## src/rtl/cp0_reg_file.sv

```systemverilog
// MIPS CP0 register file: BadVAddr, Count, Compare, Status, Cause, EPC.
// Define CP0_TIMER_EN to build the Count/Compare timer and its TI interrupt.
module cp0_reg_file (
    input  logic        clk,
    input  logic        rst,
    input  logic        read_en,
    input  logic [4:0]  read_addr,
    output logic [31:0] read_data,
    input  logic        write_en,
    input  logic [4:0]  write_addr,
    input  logic [31:0] write_data,
    input  logic        exc_en,
    input  logic [4:0]  exc_code,
    input  logic [31:0] exc_pc,
    input  logic        exc_delay_slot,
    input  logic        exc_badvaddr_valid,
    input  logic [31:0] exc_badvaddr,
    input  logic        eret,
    input  logic [5:0]  hw_int,
    output logic [31:0] status,
    output logic [31:0] cause,
    output logic [31:0] epc,
    output logic        int_pending
);

    localparam logic [4:0] A_BADVADDR = 5'd8;
    localparam logic [4:0] A_COUNT    = 5'd9;
    localparam logic [4:0] A_COMPARE  = 5'd11;
    localparam logic [4:0] A_STATUS   = 5'd12;
    localparam logic [4:0] A_CAUSE    = 5'd13;
    localparam logic [4:0] A_EPC      = 5'd14;

    logic [31:0] badvaddr_q;
    logic [31:0] epc_q;
    logic [7:0]  im_q;
    logic        exl_q;
    logic        ie_q;
    logic        bd_q;
    logic [4:0]  exc_code_q;
    logic [5:0]  ip_hw_q;
    logic [1:0]  ip_sw_q;

    logic        ti;
    logic [31:0] count_rd;
    logic [31:0] compare_rd;
    logic [31:0] timer_wval;

    // An MTC0 only lands when no exception or ERET commits in the same cycle.
    logic wr_ok;
    assign wr_ok = write_en & ~exc_en & ~eret;

`ifdef CP0_TIMER_EN
    logic [31:0] count_q;
    logic [31:0] compare_q;
    logic        phase_q;
    logic        ti_q;
    logic [31:0] count_inc;
    logic        count_wr;
    logic        compare_wr;

    assign count_inc  = count_q + 32'd1;
    assign count_wr   = wr_ok && (write_addr == A_COUNT);
    assign compare_wr = wr_ok && (write_addr == A_COMPARE);

    always_ff @(posedge clk or posedge rst) begin
        if (rst) begin
            count_q   <= '0;
            compare_q <= '0;
            phase_q   <= 1'b0;
            ti_q      <= 1'b0;
        end else begin
            phase_q <= ~phase_q;
            if (count_wr) begin
                count_q <= write_data;
                phase_q <= 1'b0;
            end else if (phase_q) begin
                count_q <= count_inc;
            end
            if (compare_wr)
                compare_q <= write_data;
            if (compare_wr)
                ti_q <= 1'b0;
            else if (phase_q && !count_wr && (count_inc == compare_q))
                ti_q <= 1'b1;
        end
    end

    assign ti         = ti_q;
    assign count_rd   = count_q;
    assign compare_rd = compare_q;
    assign timer_wval = write_data;
`else
    assign ti         = 1'b0;
    assign count_rd   = '0;
    assign compare_rd = '0;
    assign timer_wval = '0;
`endif

    logic [31:0] status_val;
    logic [31:0] cause_val;
    logic [31:0] status_wr;
    logic [31:0] cause_wr;

    assign status_val = {9'd0, 1'b1, 6'd0, im_q, 6'd0, exl_q, ie_q};
    assign cause_val  = {bd_q, ti, 14'd0, ip_hw_q[5] | ti, ip_hw_q[4:0],
                         ip_sw_q, 1'b0, exc_code_q, 2'b00};
    assign status_wr  = {9'd0, 1'b1, 6'd0, write_data[15:8], 6'd0,
                         write_data[1:0]};
    assign cause_wr   = {cause_val[31:10], write_data[9:8], cause_val[7:0]};

    always_ff @(posedge clk or posedge rst) begin
        if (rst) begin
            badvaddr_q <= '0;
            epc_q      <= '0;
            im_q       <= '0;
            exl_q      <= 1'b0;
            ie_q       <= 1'b0;
            bd_q       <= 1'b0;
            exc_code_q <= '0;
            ip_hw_q    <= '0;
            ip_sw_q    <= '0;
        end else begin
            ip_hw_q <= hw_int;
            if (exc_en) begin
                // A nested exception keeps the original return point.
                if (!exl_q) begin
                    epc_q <= exc_delay_slot ? exc_pc - 32'd4 : exc_pc;
                    bd_q  <= exc_delay_slot;
                end
                exl_q      <= 1'b1;
                exc_code_q <= exc_code;
                if (exc_badvaddr_valid)
                    badvaddr_q <= exc_badvaddr;
            end else if (eret) begin
                exl_q <= 1'b0;
            end else if (write_en) begin
                unique case (write_addr)
                    A_STATUS: begin
                        im_q  <= write_data[15:8];
                        exl_q <= write_data[1];
                        ie_q  <= write_data[0];
                    end
                    A_CAUSE: ip_sw_q <= write_data[9:8];
                    A_EPC:   epc_q   <= write_data;
                    default: ;
                endcase
            end
        end
    end

    logic byp;
    assign byp = wr_ok && (write_addr == read_addr);

    always_comb begin
        read_data = '0;
        if (read_en) begin
            unique case (read_addr)
                A_BADVADDR: read_data = badvaddr_q;
                A_COUNT:    read_data = byp ? timer_wval : count_rd;
                A_COMPARE:  read_data = byp ? timer_wval : compare_rd;
                A_STATUS:   read_data = byp ? status_wr : status_val;
                A_CAUSE:    read_data = byp ? cause_wr : cause_val;
                A_EPC:      read_data = byp ? write_data : epc_q;
                default:    read_data = '0;
            endcase
        end
    end

    assign status      = status_val;
    assign cause       = cause_val;
    assign epc         = epc_q;
    assign int_pending = ie_q & ~exl_q & |(cause_val[15:8] & im_q);

endmodule

```

## config.mk

```make
export PLATFORM = sky130hd
export DESIGN_NAME = cp0_reg_file
export DESIGN_NICKNAME = d
export VERILOG_FILES = /design/src/rtl/cp0_reg_file.sv
export SDC_FILE = /design/constraint.sdc
export NUM_CORES = 1
export LEC_CHECK = 0
export ABC_AREA = 1
export CORE_MARGIN = 1
export CORE_UTILIZATION = 40
export CTS_CLUSTER_SIZE = 40
export DETAILED_ROUTE_END_ITERATION = 16
export PLACE_DENSITY = 0.89
export RECOVER_POWER = 100
export SYNTH_ARGS = -nofsm -noshare
export SYNTH_HDL_FRONTEND = slang
export SYNTH_SLANG_ARGS = --single-unit
```

## constraint.sdc

```tcl
create_clock -name clk -period 3.3 [get_ports clk]
set_clock_uncertainty 0.1 [all_clocks]
set_input_delay 0.99 -clock clk [delete_from_list [all_inputs] [get_ports clk]]
set_output_delay 0.99 -clock clk [all_outputs]
set_load 0.01 [all_outputs]
```

Yosys cells after proc, flatten, opt, wreduce, memory -nomap -nowiden
Index checks and enable logic that the tools add are counted.

Word-level logic and storage cells: 55. Output and inout bits: 129. Bits of input ports: 125. Register bits after elaboration: 88.

Add/subtract/negate cells: 1. Mux-type cells: 15. Eq/ne operators: 10. Reduce and logical (&&, ||, !) cells: 12. Bitwise gates (word level): 8.

Operator list (count): $mux 32 (8); $pmux 32 s4 (1); $eq 5x4->1 const B (7); $sub 32x3->32 const B (1); $mux 16 (1); $reduce_and 4->1 (3); $mux 10 (1); $and 8x8->8 (1); $reduce_or 8->1 (1); $reduce_and 2->1 (3); $reduce_bool 3->1 (2); $eq 5x5->1 (1); $and 1x1->1 (4); $mux 1 (4); $ne 2x2->1 const B (2); $reduce_bool 2->1 (2); $not 1->1 (3); $logic_and 1x1->1 (1).

Longest topological paths before layout
Word-level depth: 7. Gate-level depth with buffers: 13. Gate-level depth less buffers: 13.

Least setup slack after synthesis
Ideal clock, no wire load.

Path type: input to output. Start: input exc_en. End: output read_data[16]. Stages on the path: 9. Setup slack: 96 ps. Required time: 2210 ps. Arrival time: 2114 ps. Path buffers: 2. Cell sequence: nor2_1 nand2_1 nor2_1 nand3_2 buf_6 buf_6 a21oi_2 o21ai_1 a21oi_1.

Word-level cells in the longest chain between the ends: 7.

Ends and longest elaborated chain: start: declaration (line 12) `input logic exc_en,`; $not 1->1 (no source line); $and 1x1->1 (2 in a row) (line 50) `assign wr_ok = write_en & ~exc_en & ~eret;`; $logic_and 1x1->1 (line 152) `assign byp = wr_ok && (write_addr == read_addr);`; $mux 32 (line 163) `A_EPC: read_data = byp ? write_data : epc_q;`; $pmux 32 s4 (line 157) `unique case (read_addr)`; $mux 32 (line 156) `if (read_en) begin`; end: declaration (line 8) `output logic [31:0] read_data,`.

No other way between the ends.

Worst setup path in the final report
Start: input exc_en. End: output read_data[29].

The elaborated chain is that of the path after synthesis.

==> results.md <==
- Outcome: finished with violations
- Failing checks: setup timing
- WHS: 0.4062 ns
- Design area: 9719 um2
- Power share of the clock group: 29.9%
- Post-Layout Cell Count: 1359
- Area after DPL: 8835 um2
- Final cycle utilization of the critical path: 106.8%
- Fin worst setup slack: -0.2254 ns
- Sw Ratio: 31.27%
- RSZ-0062 raised after global routing: yes
- Post-DP HPWL: 16830 um
- Synth Area in Compound Gates: 13.49%
- Seq/Total Area, Yosys: 35.39%
- Slew HR: 12.19%
- Fin. max-slew vios: 0
- Placed insts: 1320
- R2R cell count: 8
- Initial core utilization: 40.93%
- Worst-path clk slew: 0.06 ns
- Layout Nets: 1291
- Ys flop type: dfrtp_1
- Most frequent cell after synthesis: nand2_1
- Vias in the first global route: 6838
- Finished Core Util: 63.93%
- Maximum vdd ir drop: 0.3252 mV
- Arrival @ worst endpoint: 2.44 ns
- Inserted Clock Buffers: 9
- Adder-cell share of the synthesized area: 0.2011%
- Fin. Hold Viols: 0
- Critical path required time: 2.21 ns
- Crit Path Category: in -> out
- MaxCap Viol Count: 0
- TNS Setup: -5.036 ns
- Vias per cell: 5.206
- Synth Area in Simple Gates: 28.03%
- Die footprint: 16060 um2
- Worst-margin pin slew: 1.317 ns
- Drc violations: 0
- Maximum level of the CTS H-tree: 3
- Post-Place Setup Slack: -1.071 ns
- Netlist Area Pre-Place: 6222 um2
- P_leak: 4.612 nW
- Fill cells: 1257
- Int Power: 2.349 mW
- Switching Power: 1.068 mW
- Number of enable flip-flop cells after synthesis: 0
- Total power: 3.417 mW
- Syn Area/Cell: 6.983 um2
- Initial antenna violation count: 1
- Global-route wire length before repair: 36630 um
- Core Region: 15200 um2
- Vias: 7075
- XOR/XNOR Fraction of Synth Area: 2.393%
- Drt pass-1 iters: 5
- Routed WL per cell: 17.53 um
- Total global routing overflow: 0
- Worst hold path class: reg -> reg
- Post-synthesis register bit count: 88
- Hold Path Stages: 2
- Crit. End Element: output pin
- Share of cells above drive strength 1: 25.64%
- Longest Clk Path Bufs: 2
- Latest clock arrival within the worst-skew pair: 0.34 ns
- Main combinational cell family by area after synthesis: simple AND/OR/NAND/NOR gates
- Port Buffers: 213
- WL final: 23830 um
- Sequential Power Share: 40.2%
- Synth top area cells: dfrtp_1, nand2_1, mux2_2
- Die Ht: 126.7 um
- ANT nets after route: 0
- Largest net degree at the start of global routing: 89
- CTS root buf: clkbuf_16
- PwrDens: 351.6 nW/um2
- Mapped Cells: 891
- Critical path launch point type: input pin
- Comb power frac: 30.0%
- Placer congestion estimate: 0.9411
- Synth warn: 0
- GRT Total Usage: 29.95%
- Iter 0 DRT Violations: 617
- CTS tree: done
- CTS sink cnt: 88
- Die Width: 126.7 um
- Area delta synth->final: 56.20%
- Rows: 45
- Area share of the largest cell type after synthesis: 35.39%
- Ports: 254
- Crit path time final: 3.525 ns
- Synth top cells by count: nand2_1, nor2_1, inv_1
- Crit path max fanout: 9
- Fraction of synthesized area in multiplexers: 6.153%
- Yosys cell types: 35
- Ys async rst share: 100.0%
- Max Clk Rate: 0.2837 GHz
- Yosys top cell by area: dfrtp_1
- Final Setup Violations: 32
-- final cells by class --
class,count,area [um2],area share [%]
Antenna cell,1,2.502,0.02575
Clock buffer,13,240.2,2.472
Clock inverter,3,42.54,0.4377
Inverter,96,364.1,3.746
Multi-Input combinational cell,663,3694,38.00
Sequential cell,88,2202,22.66
Tap cell,188,235.2,2.420
Timing Repair Buffer,307,2939,30.24
-- kinds of logic after synthesis --
kind of cell	Yosys count
simple gates	431
buf+inv	178
compound gates	140
flops	88
mux	34
xor+xnor	17
other cells	2
fa+ha+maj	1
-- power by group through the flow --
stage / Combinational [mW] / Sequential, mW / Clock [mW]
2_1_floorplan: 0.412 / 1.38 / 0
3_3_place_gp: 0.938 / 1.37 / 0
3_5_place_dp: 0.957 / 1.38 / 0
4_1_cts: 0.996 / 1.36 / 1.05
5_1_grt: 1.11 / 1.39 / 1.09
6_report: 1.02 / 1.37 / 1.02
-- worst paths after layout --
kind,start,endpoint,slack [ns]
max in group asynchronous,rst,epc[18]$_DFFE_PP0P_,0.74
setup reg to reg,exl_q$_DFFE_PP0P_,epc[16]$_DFFE_PP0P_,1.32
hold / removal,exc_code_q[2]$_DFFE_PP0P_,exc_code_q[2]$_DFFE_PP0P_,0.41
min in group asynchronous,rst,epc[10]$_DFFE_PP0P_,1.47
hold reg to reg,exc_code_q[2]$_DFFE_PP0P_,exc_code_q[2]$_DFFE_PP0P_,0.41
setup / recovery,exc_en,read_data[29],-0.23
-- sequential cells by signal, indices dropped and copies added (netlist names) --
register    flops
badvaddr_q     32
bd_q            1
epc            32
exc_code_q      5
exl_q           1
ie_q            1
im_q            8
ip_hw_q         6
ip_sw_q         2
-- critical path, stage by stage --
cell and delay, ns:
buf_8 0.10, nor2_4 0.10, nand2_2 0.07, nor2_4 0.16, nand3_4 0.14, buf_4 0.17
buf_8 0.15, a21oi_4 0.15, o21ai_4 0.09, a21oi_2 0.15, buf_2 0.15
-- cells in the final DEF (no fill, tap or decap), drive strengths merged, types with 2 or more instances in the layout --
cell type,n
nand2,281
clkdlybuf4s50,161
buf,137
nor2,102
inv,95
dfrtp,88
o21ai,59
a21oi,57
conb,40
mux2,34
nand3,20
nand4,17
xor2,15
clkbuf,14
nand3b,8
dlygate4sd3,7
a22o,6
a31oi,5
o211ai,5
nor3,3
a221oi,2
clkinvlp,2
a21o,2
xnor2,2
-- routing by layer --
metal | vias up | global-route usage (%) | part of all wire (%)
met4 | 0 | 11.76 | 3.5
li1 | 3297 | - | -
met5 | - | 0 | 0
met3 | 60 | 7.676 | 7.8
met2 | 381 | 52.03 | 50
met1 | 3337 | 35.43 | 39
-- timing repair --
item / 4_1_cts / 5_1_grt
setup endpoints to repair: 32 / 32
resized for setup: 280 / 50
pin swaps: 34 / 39
cloned: 7 / 0
buffers inserted: 21 / 2
hold buffers: 0 / 0
No activity file was read; power rests on OpenSTA's default activity.
